$ cat src/rtl/control_unit_pkg.sv
// Shared types and constants for the RV32I multi-cycle control unit.
// Branch support is compiled in with CTRL_BRANCH_EN.
package control_unit_pkg;

   localparam int unsigned XLEN   = 32;
   localparam int unsigned REG_AW = 5;

   typedef enum logic [2:0] {
      OPND_RS1,
      OPND_RS2,
      OPND_IMM,
      OPND_PC,
      OPND_ZERO,
      OPND_FOUR
   } alu_operand_t;

   typedef enum logic [3:0] {
      ALU_ADD,
      ALU_SUB,
      ALU_SLL,
      ALU_SLT,
      ALU_SLTU,
      ALU_XOR,
      ALU_SRL,
      ALU_SRA,
      ALU_OR,
      ALU_AND,
      ALU_EQ,
      ALU_NE,
      ALU_LT,
      ALU_GE,
      ALU_LTU,
      ALU_GEU
   } alu_operation_t;

   typedef enum logic [2:0] {
      IMM_NONE,
      IMM_I,
      IMM_U,
      IMM_J,
      IMM_B
   } imm_fmt_t;

   localparam logic [6:0] OPC_OP_IMM = 7'b0010011;
   localparam logic [6:0] OPC_AUIPC  = 7'b0010111;
   localparam logic [6:0] OPC_OP     = 7'b0110011;
   localparam logic [6:0] OPC_LUI    = 7'b0110111;
   localparam logic [6:0] OPC_BRANCH = 7'b1100011;
   localparam logic [6:0] OPC_JALR   = 7'b1100111;
   localparam logic [6:0] OPC_JAL    = 7'b1101111;

   localparam logic [6:0] FUNCT7_BASE = 7'b0000000;
   localparam logic [6:0] FUNCT7_ALT  = 7'b0100000;

   // Control state encoding
   localparam logic [2:0] ST_FETCH     = 3'd0;
   localparam logic [2:0] ST_DECODE    = 3'd1;
   localparam logic [2:0] ST_EXECUTE   = 3'd2;
   localparam logic [2:0] ST_PC_UPDATE = 3'd3;
   localparam logic [2:0] ST_TRAP      = 3'd4;

   localparam logic [XLEN-1:0] NOP_INSTR = 32'h0000_0013;

   // Immediate format selected by the major opcode
   function automatic imm_fmt_t imm_fmt(input logic [6:0] opcode);
      imm_fmt_t fmt;
      case (opcode)
         OPC_OP_IMM, OPC_JALR: fmt = IMM_I;
         OPC_LUI, OPC_AUIPC:   fmt = IMM_U;
         OPC_JAL:              fmt = IMM_J;
`ifdef CTRL_BRANCH_EN
         OPC_BRANCH:           fmt = IMM_B;
`endif
         default:              fmt = IMM_NONE;
      endcase
      return fmt;
   endfunction

   // Arithmetic/logic op; alt selects SUB/SRA where the encoding allows it
   function automatic alu_operation_t arith_op(input logic [2:0] funct3, input logic alt);
      alu_operation_t op;
      case (funct3)
         3'b000:  op = alt ? ALU_SUB : ALU_ADD;
         3'b001:  op = ALU_SLL;
         3'b010:  op = ALU_SLT;
         3'b011:  op = ALU_SLTU;
         3'b100:  op = ALU_XOR;
         3'b101:  op = alt ? ALU_SRA : ALU_SRL;
         3'b110:  op = ALU_OR;
         default: op = ALU_AND;
      endcase
      return op;
   endfunction

   function automatic alu_operation_t branch_op(input logic [2:0] funct3);
      alu_operation_t op;
      case (funct3)
         3'b001:  op = ALU_NE;
         3'b100:  op = ALU_LT;
         3'b101:  op = ALU_GE;
         3'b110:  op = ALU_LTU;
         3'b111:  op = ALU_GEU;
         default: op = ALU_EQ;
      endcase
      return op;
   endfunction

endpackage

$ cat src/rtl/control_unit_if.sv
// Fetch port and datapath control bundle between control_unit and the core.
interface control_unit_if;
   import control_unit_pkg::*;

   logic                  mem_req;
   logic [XLEN-1:0]       mem_addr;
   logic                  mem_ready;
   logic [XLEN-1:0]       mem_rdata;
   logic [XLEN-1:0]       pc_in;
   logic [XLEN-1:0]       alu_result;
   logic [REG_AW-1:0]     reg_bank_sel_out_a;
   logic [REG_AW-1:0]     reg_bank_sel_out_b;
   logic [REG_AW-1:0]     reg_bank_sel_in;
   logic                  reg_bank_load_en;
   logic                  pc_load_en;
   logic [XLEN-1:0]       alu_immediate_data;
   alu_operand_t          alu_operand_a_select;
   alu_operand_t          alu_operand_b_select;
   alu_operation_t        alu_operation;
   logic                  bus_clear_lsb;
   logic                  instr_retired;
   logic                  illegal_instr;

   modport master (
      output mem_req, mem_addr, reg_bank_sel_out_a, reg_bank_sel_out_b, reg_bank_sel_in,
             reg_bank_load_en, pc_load_en, alu_immediate_data, alu_operand_a_select,
             alu_operand_b_select, alu_operation, bus_clear_lsb, instr_retired, illegal_instr,
      input  mem_ready, mem_rdata, pc_in, alu_result
   );

   modport slave (
      input  mem_req, mem_addr, reg_bank_sel_out_a, reg_bank_sel_out_b, reg_bank_sel_in,
             reg_bank_load_en, pc_load_en, alu_immediate_data, alu_operand_a_select,
             alu_operand_b_select, alu_operation, bus_clear_lsb, instr_retired, illegal_instr,
      output mem_ready, mem_rdata, pc_in, alu_result
   );

endinterface

$ cat src/rtl/control_unit_imm_gen.sv
// Combinational immediate extraction from the instruction register.
// B-format is produced only when CTRL_BRANCH_EN is defined.
module control_unit_imm_gen
   import control_unit_pkg::*;
(
   input  logic [XLEN-1:0] ir,
   output logic [XLEN-1:0] imm_c
);

   always_comb begin
      imm_c = '0;
      case (imm_fmt(ir[6:0]))
         IMM_I:   imm_c = {{20{ir[31]}}, ir[31:20]};
         IMM_U:   imm_c = {ir[31:12], 12'b0};
         IMM_J:   imm_c = {{12{ir[31]}}, ir[19:12], ir[20], ir[30:21], 1'b0};
         IMM_B:   imm_c = {{20{ir[31]}}, ir[7], ir[30:25], ir[11:8], 1'b0};
         default: imm_c = '0;
      endcase
   end

endmodule

$ cat src/rtl/control_unit.sv
// RV32I multi-cycle fetch/decode/sequencing controller (FETCH, DECODE, EXECUTE, PC_UPDATE, TRAP).
// Optional macro CTRL_BRANCH_EN enables conditional branches.
module control_unit
   import control_unit_pkg::*;
(
   input  logic           clk,
   input  logic           rst,
   control_unit_if.master bus
);

   logic [2:0]        state;
   logic [2:0]        next_state;
   logic [XLEN-1:0]   ir;

   logic [6:0]        opcode;
   logic [2:0]        funct3;
   logic [6:0]        funct7;
   logic [REG_AW-1:0] rd;

   logic              dec_legal;
   logic              dec_writes_rd;
   alu_operand_t      dec_a;
   alu_operand_t      dec_b;
   alu_operation_t    dec_op;

   assign opcode = ir[6:0];
   assign rd     = ir[11:7];
   assign funct3 = ir[14:12];
   assign funct7 = ir[31:25];

   assign bus.mem_addr           = bus.pc_in;
   assign bus.reg_bank_sel_out_a = ir[19:15];
   assign bus.reg_bank_sel_out_b = ir[24:20];
   assign bus.reg_bank_sel_in    = rd;

   control_unit_imm_gen u_imm_gen (
      .ir    (ir),
      .imm_c (bus.alu_immediate_data)
   );

   // Instruction decode: legality and EXECUTE-phase ALU setup
   always_comb begin
      dec_legal     = 1'b0;
      dec_writes_rd = 1'b0;
      dec_a         = OPND_RS1;
      dec_b         = OPND_RS2;
      dec_op        = ALU_ADD;
      case (opcode)
         OPC_OP: begin
            dec_writes_rd = 1'b1;
            dec_op        = arith_op(funct3, funct7[5]);
            dec_legal     = (funct7 == FUNCT7_BASE) ||
                            ((funct7 == FUNCT7_ALT) && ((funct3 == 3'b000) || (funct3 == 3'b101)));
         end
         OPC_OP_IMM: begin
            dec_writes_rd = 1'b1;
            dec_b         = OPND_IMM;
            // Only shift-right immediates carry an alternate-op bit
            dec_op        = arith_op(funct3, (funct3 == 3'b101) && funct7[5]);
            case (funct3)
               3'b001:  dec_legal = (funct7 == FUNCT7_BASE);
               3'b101:  dec_legal = (funct7 == FUNCT7_BASE) || (funct7 == FUNCT7_ALT);
               default: dec_legal = 1'b1;
            endcase
         end
         OPC_LUI: begin
            dec_legal     = 1'b1;
            dec_writes_rd = 1'b1;
            dec_a         = OPND_ZERO;
            dec_b         = OPND_IMM;
         end
         OPC_AUIPC: begin
            dec_legal     = 1'b1;
            dec_writes_rd = 1'b1;
            dec_a         = OPND_PC;
            dec_b         = OPND_IMM;
         end
         OPC_JAL, OPC_JALR: begin
            dec_legal     = 1'b1;
            dec_writes_rd = 1'b1;
            dec_a         = OPND_PC;
            dec_b         = OPND_FOUR;
         end
`ifdef CTRL_BRANCH_EN
         OPC_BRANCH: begin
            dec_legal = (funct3 != 3'b010) && (funct3 != 3'b011);
            dec_op    = branch_op(funct3);
         end
`else
         OPC_BRANCH: dec_legal = 1'b0;
`endif
         default: dec_legal = 1'b0;
      endcase
   end

`ifdef CTRL_BRANCH_EN
   logic taken;

   always_ff @(posedge clk or posedge rst) begin
      if (rst) begin
         taken <= 1'b0;
      end else if ((state == ST_EXECUTE) && (opcode == OPC_BRANCH)) begin
         taken <= bus.alu_result[0];
      end
   end
`endif

   always_ff @(posedge clk or posedge rst) begin
      if (rst) begin
         state <= ST_FETCH;
         ir    <= NOP_INSTR;
      end else begin
         state <= next_state;
         if ((state == ST_FETCH) && bus.mem_ready) begin
            ir <= bus.mem_rdata;
         end
      end
   end

   // Next state and control strobes
   always_comb begin
      next_state               = state;
      bus.mem_req              = 1'b0;
      bus.reg_bank_load_en     = 1'b0;
      bus.pc_load_en           = 1'b0;
      bus.instr_retired        = 1'b0;
      bus.illegal_instr        = 1'b0;
      bus.bus_clear_lsb        = 1'b0;
      bus.alu_operand_a_select = OPND_PC;
      bus.alu_operand_b_select = OPND_FOUR;
      bus.alu_operation        = ALU_ADD;
      case (state)
         ST_FETCH: begin
            bus.mem_req = 1'b1;
            if (bus.mem_ready) begin
               next_state = ST_DECODE;
            end
         end
         ST_DECODE: begin
            next_state = dec_legal ? ST_EXECUTE : ST_TRAP;
         end
         ST_EXECUTE: begin
            bus.alu_operand_a_select = dec_a;
            bus.alu_operand_b_select = dec_b;
            bus.alu_operation        = dec_op;
            bus.reg_bank_load_en     = dec_writes_rd && (rd != '0);
            next_state               = ST_PC_UPDATE;
         end
         ST_PC_UPDATE: begin
            bus.pc_load_en    = 1'b1;
            bus.instr_retired = 1'b1;
            next_state        = ST_FETCH;
            case (opcode)
               OPC_JAL: bus.alu_operand_b_select = OPND_IMM;
               OPC_JALR: begin
                  bus.alu_operand_a_select = OPND_RS1;
                  bus.alu_operand_b_select = OPND_IMM;
                  bus.bus_clear_lsb        = 1'b1;
               end
`ifdef CTRL_BRANCH_EN
               OPC_BRANCH: begin
                  if (taken) begin
                     bus.alu_operand_b_select = OPND_IMM;
                  end
               end
`endif
               default: ;
            endcase
         end
         ST_TRAP: begin
            bus.illegal_instr = 1'b1;
         end
         default: next_state = ST_FETCH;
      endcase
   end

endmodule

$ cat src/flat_wrapper.sv
// flat-port wrapper written by rule: the top's interface ports become plain ports
module control_unit_flat import control_unit_pkg::*;
  (clk, rst, bus_mem_req, bus_mem_addr, bus_reg_bank_sel_out_a, bus_reg_bank_sel_out_b, bus_reg_bank_sel_in, bus_reg_bank_load_en, bus_pc_load_en, bus_alu_immediate_data, bus_alu_operand_a_select, bus_alu_operand_b_select, bus_alu_operation, bus_bus_clear_lsb, bus_instr_retired, bus_illegal_instr, bus_mem_ready, bus_mem_rdata, bus_pc_in, bus_alu_result);
  control_unit_if bus_i ();
  input  logic clk;
  input  logic rst;
  output wire logic [$bits(bus_i.mem_req)-1:0] bus_mem_req;
  output wire logic [$bits(bus_i.mem_addr)-1:0] bus_mem_addr;
  output wire logic [$bits(bus_i.reg_bank_sel_out_a)-1:0] bus_reg_bank_sel_out_a;
  output wire logic [$bits(bus_i.reg_bank_sel_out_b)-1:0] bus_reg_bank_sel_out_b;
  output wire logic [$bits(bus_i.reg_bank_sel_in)-1:0] bus_reg_bank_sel_in;
  output wire logic [$bits(bus_i.reg_bank_load_en)-1:0] bus_reg_bank_load_en;
  output wire logic [$bits(bus_i.pc_load_en)-1:0] bus_pc_load_en;
  output wire logic [$bits(bus_i.alu_immediate_data)-1:0] bus_alu_immediate_data;
  output wire logic [$bits(bus_i.alu_operand_a_select)-1:0] bus_alu_operand_a_select;
  output wire logic [$bits(bus_i.alu_operand_b_select)-1:0] bus_alu_operand_b_select;
  output wire logic [$bits(bus_i.alu_operation)-1:0] bus_alu_operation;
  output wire logic [$bits(bus_i.bus_clear_lsb)-1:0] bus_bus_clear_lsb;
  output wire logic [$bits(bus_i.instr_retired)-1:0] bus_instr_retired;
  output wire logic [$bits(bus_i.illegal_instr)-1:0] bus_illegal_instr;
  input wire logic [$bits(bus_i.mem_ready)-1:0] bus_mem_ready;
  input wire logic [$bits(bus_i.mem_rdata)-1:0] bus_mem_rdata;
  input wire logic [$bits(bus_i.pc_in)-1:0] bus_pc_in;
  input wire logic [$bits(bus_i.alu_result)-1:0] bus_alu_result;
  assign bus_mem_req = bus_i.mem_req;
  assign bus_mem_addr = bus_i.mem_addr;
  assign bus_reg_bank_sel_out_a = bus_i.reg_bank_sel_out_a;
  assign bus_reg_bank_sel_out_b = bus_i.reg_bank_sel_out_b;
  assign bus_reg_bank_sel_in = bus_i.reg_bank_sel_in;
  assign bus_reg_bank_load_en = bus_i.reg_bank_load_en;
  assign bus_pc_load_en = bus_i.pc_load_en;
  assign bus_alu_immediate_data = bus_i.alu_immediate_data;
  assign bus_alu_operand_a_select = bus_i.alu_operand_a_select;
  assign bus_alu_operand_b_select = bus_i.alu_operand_b_select;
  assign bus_alu_operation = bus_i.alu_operation;
  assign bus_bus_clear_lsb = bus_i.bus_clear_lsb;
  assign bus_instr_retired = bus_i.instr_retired;
  assign bus_illegal_instr = bus_i.illegal_instr;
  assign bus_i.mem_ready = bus_mem_ready;
  assign bus_i.mem_rdata = bus_mem_rdata;
  assign bus_i.pc_in = bus_pc_in;
  assign bus_i.alu_result = bus_alu_result;
  control_unit u_core (.clk(clk), .rst(rst), .bus(bus_i));
endmodule
$ cat config.mk
export PLATFORM = sky130hd
export DESIGN_NAME = control_unit_flat
export DESIGN_NICKNAME = d
export VERILOG_FILES = /design/src/rtl/control_unit_pkg.sv /design/src/rtl/control_unit_if.sv /design/src/rtl/control_unit_imm_gen.sv /design/src/rtl/control_unit.sv /design/src/flat_wrapper.sv
export SDC_FILE = /design/constraint.sdc
export NUM_CORES = 1
export LEC_CHECK = 0
export ABC_AREA = 1
export BUFFER_PORTS_ARGS = -buffer_cell sky130_fd_sc_hd__buf_4
export CORE_MARGIN = 3
export CORE_UTILIZATION = 39
export CTS_CLUSTER_SIZE = 24
export DETAILED_ROUTE_END_ITERATION = 6
export GPL_TIMING_DRIVEN = 0
export PLACE_DENSITY_LB_ADDON = 0.2
export SYNTH_ARGS = -nofsm -noshare
export SYNTH_HDL_FRONTEND = slang
export SYNTH_SLANG_ARGS = --single-unit
$ cat constraint.sdc
create_clock -name clk -period 1.9 [get_ports clk]
set_input_delay 0.19 -clock clk [delete_from_list [all_inputs] [get_ports clk]]
set_output_delay 0.19 -clock clk [all_outputs]
set_load 0.03 [all_outputs]
After elaboration in Yosys (flattened, before gate mapping)
Cells that the tools add are included.
Operators by class
  mux-type cells: 28
  reductions and logical operators: 19
  bitwise gates (word level): 1
  equal/unequal tests: 22
Operators by type and width (number)
  $pmux 32 s4: 1
  $pmux 4 s7: 2
  $pmux 3 s2: 4
  $eq 7x6->1 const B: 3
  $eq 3x2->1 const B: 6
  $eq 7x5->1 const B: 2
  $eq 7x7->1 const B: 2
  $eq 3x3->1 const B: 4
  $pmux 3 s4: 1
  $mux 1: 11
  $eq 3x1->1 const B: 3
  $mux 3: 3
  $pmux 4 s2: 1
  $logic_not 7->1: 1
  $logic_not 3->1: 2
  $pmux 2 s3: 1
  $reduce_or 2->1: 3
  $reduce_or 3->1: 2
  $reduce_or 6->1: 1
  $reduce_bool 5->1: 1
  $logic_and 1x1->1: 4
  $mux 4: 1
  $reduce_or 4->1: 1
  $eq 2x3->1 const B: 1
  7 further kinds: 9
Word-level totals
  input bits: 99
  output and inout bits: 95
  word-level logic and storage cells: 72
  register bits: 35

Depth between registers and ports, before layout
  depth in word-level cells: 7
  mapped depth: 9
  depth with buffers taken out: 9

Cells and area by module
A second synthesis with hierarchy kept.
Second synthesis, totals
  cells, all modules: 320
  area, all modules: 2527.4 um^2
By module, submodules not included
  control_unit: seq. area each 879.6 um^2, area each 2119.5 um^2, cells each 226, instances 1
  control_unit_imm_gen: seq. area each 0.0 um^2, area each 407.9 um^2, cells each 94, instances 1

Worst setup path after synthesis
No wires, ideal clock.
  path kind: register -> output
  from: register u_core.state[0]
  to: output bus_alu_operand_b_select[0]
  data arrival time: 1813 ps
  setup slack: -103 ps
  buffers on the path: 0
  stages on the path, launching flop included: 7
  required time: 1710 ps
  cell sequence: dfrtp_1 > inv_1 > nor3_2 > o21ai_0 > nand3_2 > a21oi_2 > inv_1
Between the ends
  longest elaborated chain between the ends: 2
  elaborated cells on any way between the ends: 3
  classes of those cells: eq/ne: 2; mux: 1
RTL lines
  from (decl): RTL line control_unit.sv:11  | logic [2:0] state;
  from (signal assigned): RTL line control_unit.sv:113  | state <= next_state;
  $eq 3x2->1: RTL line control_unit.sv:132  | case (state)
  $pmux 3 s2 *: RTL line control_unit.sv:132
  to (decl): RTL line flat_wrapper.sv:16  | output wire logic [$bits(bus_i.alu_operand_b_select)-1:0] bus_alu_operand_b_select;
Mark *: on every way between the ends. The rest lies on a longest branch, timed or not.

Worst setup path in the final report
  from: register u_core.ir[0]
  to: output bus_alu_operand_a_select[1]
Between the ends
  longest elaborated chain between the ends: 4
  elaborated cells on any way between the ends: 8
  classes of those cells: eq/ne: 4; mux: 3; reduce/logical: 1
RTL lines
  from (decl): RTL line control_unit.sv:13  | logic [XLEN-1:0] ir;
  from (signal assigned): RTL line control_unit.sv:115  | ir <= bus.mem_rdata;
  $eq 7x5->1 (tied with other cells): RTL line control_unit.sv:48  | case (opcode)
  $reduce_or 3->1 (no source line)
  $pmux 3 s2: RTL line control_unit.sv:48
  $pmux 3 s2 *: RTL line control_unit.sv:132
  to (decl): RTL line flat_wrapper.sv:15  | output wire logic [$bits(bus_i.alu_operand_a_select)-1:0] bus_alu_operand_a_select;
Marks and branches as above.

==> impl_metrics.tcl <==
set metrics [dict create \
    antenna_cells 0 \
    intPower_uw 2908 \
    crit_path_top_delay_cell "dfstp_2" \
    fillers 456 \
    root_buffer "clkbuf_8" \
    status "complete, but fails checks" \
    cts_tree "yes" \
    place_inst 495 \
    max_stage_delay_ps 550 \
    gp_congestion 0.7950 \
    critPathBufInv 4 \
    synth_area_mm2 0.002370 \
    r2r-start "u_core.ir[0]" \
    cpLargestDelayFamily "flip-flops" \
    worstPathArrival_ps 1870 \
    synthTopCellsByCount "buf_4, nor2_1, nand2_1" \
    grt_antenna_before_repair 0 \
    drt-total-wl_um 7692 \
    drc 0 \
    finalCritPeriodShare 1.084 \
    synth_top_area_frac 0.3379 \
    num_vias 2474 \
    yosys.area.top_type "dfrtp_1" \
    synth_edf_count 0 \
    fin_ws_ps -160.1 \
    rsz0062_at_grt "yes" \
    r2r_end "u_core.state[1]" \
    yosys_warnings 0 \
    finClkSkew_ps 4.913 \
    critPathKind "reg2out" \
    worst_slew_pin_slew_ps 766.0 \
    synth_nets 393 \
    grt_max_degree 36 \
    drive_gt1_frac 0.6435 \
    cts_buffers 5 \
    synth_compound_area_frac 0.09451 \
    synth_cell_types 27 \
    p_clk_frac 0.134 \
    rows 27 \
    htree_levels 2 \
    viasPerCell 4.776 \
    seq_area_frac_synth 0.3712 \
    setup_viol_count_final 39 \
    fmax_mhz 485.4 \
    ys_top_cells_by_area "dfrtp_1, buf_4, mux2_4, nor2_1, nand2_1" \
    finalPower_uw 5287 \
    syn_inst 294 \
    dieArea_mm2 0.007048 \
    yosysMostFrequentCell "buf_4" \
    synth_area_per_cell_um2 8.060 \
    start_util 0.4175 \
    min_period_ps 2060 \
    p_sw_frac 0.4499 \
    maxSlewHeadroom 0.4886 \
    cp-end-kind "primary output" \
    finalNonFillerCells 518 \
    ys_ff_latch 35 \
    finalHoldViolations 0 \
    hold_ws_ps 33.80 \
    violations "setup timing" \
    cp.required_ps 1710 \
    clkLatencyLatePin_ps 290 \
    cp_max_fo 5 \
    grt_pass1_vias 2391 \
    combPwrFrac 0.583 \
    slew_violations 0 \
    cellPowerDensity_mw_per_mm2 1326 \
    hold_class "in2async" \
    async_reset_ff_frac 1.000 \
    ant_nets 0 \
    grt-ovfl-total 0 \
    postSynth.topFlopCell "dfrtp_1" \
    numPortBuffers 129 \
    synth_xor_area_frac 0 \
    pwr-share-seq 0.284 \
    pin_count 194 \
    reg2reg_depth 10 \
    cap_violations 0 \
    vdd_ir_drop_max_mv 0.6879 \
    power_leakage_uw 0.002156 \
    grt_pass1_wl_um 11590 \
    drt_first_iter_violations 117 \
    clk_pin_slew_worst_paths_ps 70 \
    cts.sinks 35 \
    grt_use_total 0.2020 \
    synth_fa_ha_area_frac 0 \
    core_mm2 0.005675 \
    die_w_um 83.95 \
    wl_per_cell_um 14.85 \
    cp_cell_sequence "nand2_2, inv_4, nand2_4, nor2_4, buf_4, nand2_2, nand4_1, buf_4, buf_6" \
    muxShareOfSynthArea 0.08712 \
    fin_nets 544 \
    synth_simple_gate_area_frac 0.2128 \
    synth_top_family_by_area "buffers and inverters" \
    dr.pass1.iters 4 \
    dp_hpwl_um 5364 \
    critPathLaunchType "flip-flop" \
    clockBufferDepth 2 \
    die_h_um 83.95 \
    syn2layout_area_growth_pct 68.27 \
    power_switching_uw 2379 \
    reg2reg_slack_ps 400 \
]
==> cells in the final DEF, fill, tap and decap left out, types with 13 or more instances in the layout <==
master	instances
nand2_2	17
a21oi_1	19
mux2_4	13
dfrtp_1	31
buf_6	29
buf_4	165
inv_1	30
nand2_1	18
nor2_1	37
==> cell families after synthesis <==
family | Yosys count
mux | 14
simple gates | 109
buf+inv | 92
compound gates | 44
flops | 35
==> worst max-delay path by stage <==
stage                            start                          end  slack, ps  cells past startpoint
after global routing      u_core.ir[0]  bus_alu_operand_b_select[0]       -230                      8
after CTS                 u_core.ir[0]   bus_alu_immediate_data[21]       -130                      8
after detailed placement  u_core.ir[1]  bus_alu_operand_a_select[2]         -2                      8
after global placement    u_core.ir[1]  bus_alu_operand_a_select[2]       0.04                      8
after floorplan           u_core.ir[1]   bus_alu_immediate_data[12]       -100                      8
final                     u_core.ir[0]  bus_alu_operand_a_select[1]       -160                      9
==> state kept, by name, summed over array words and instances (netlist names) <==
| register | flops |
|---|---|
| u_core.ir | 32 |
| u_core.state | 3 |
==> area by class of cell <==
class / count / area (um2) / area share
timing repair buffer: 143 / 1177 / 0.2953
multi-input combinational: 168 / 1145 / 0.2871
sequential: 35 / 880.8 / 0.2209
buffer: 56 / 436.7 / 0.1095
inverter: 36 / 140.1 / 0.03514
tap: 72 / 90.09 / 0.02259
clock buffer: 6 / 82.58 / 0.02071
clock inverter: 2 / 35.03 / 0.008786
==> power groups by stage <==
stage	Combinational, uW	Clock (uW)	Sequential [uW]
6_report	3080	706	1500
5_1_grt	3290	753	1550
4_1_cts	2940	713	1450
3_5_place_dp	2750	0	1450
3_3_place_gp	2710	0	1430
2_1_floorplan	1980	0	1370
==> metal layers <==
| metal | wire length [um] | global-route usage | share of wire | up-vias |
|---|---|---|---|---|
| li1 | - | - | - | 1187 |
| met1 | 2700 | 0.2320 | 0.35 | 1132 |
| met2 | 4015 | 0.3579 | 0.52 | 138 |
| met3 | 804 | 0.06515 | 0.10 | 17 |
| met4 | 172 | 0.05702 | 0.022 | 0 |
| met5 | 0 | 0 | 0 | - |
==> per-stage QoR <==
| step | cell area (um2) | setup TNS (ps) | worst slack (ps) | utilization |
|---|---|---|---|---|
| floorplan | 2387 | -786.5 | -100.2 | - |
| global placement | 3446 | 0 | 0.04474 | 0.6071 |
| detailed placement | 3446 | -1.610 | -1.610 | 0.6071 |
| CTS | 3805 | -3040 | -133.6 | 0.6704 |
| global route | 3988 | -5955 | -233.7 | 0.7026 |
| finish | 3988 | -3185 | -160.1 | 0.7026 |
==> timing repair <==
action | in CTS | in global routing
setup buffers | 8 | 4
endpoints found under the setup margin | 43 | 43
hold buffers | 0 | 0
pin swaps | 7 | 13
resized for setup | 57 | 44
cloned | 1 | 2
Power figures use the tool's default switching activity.
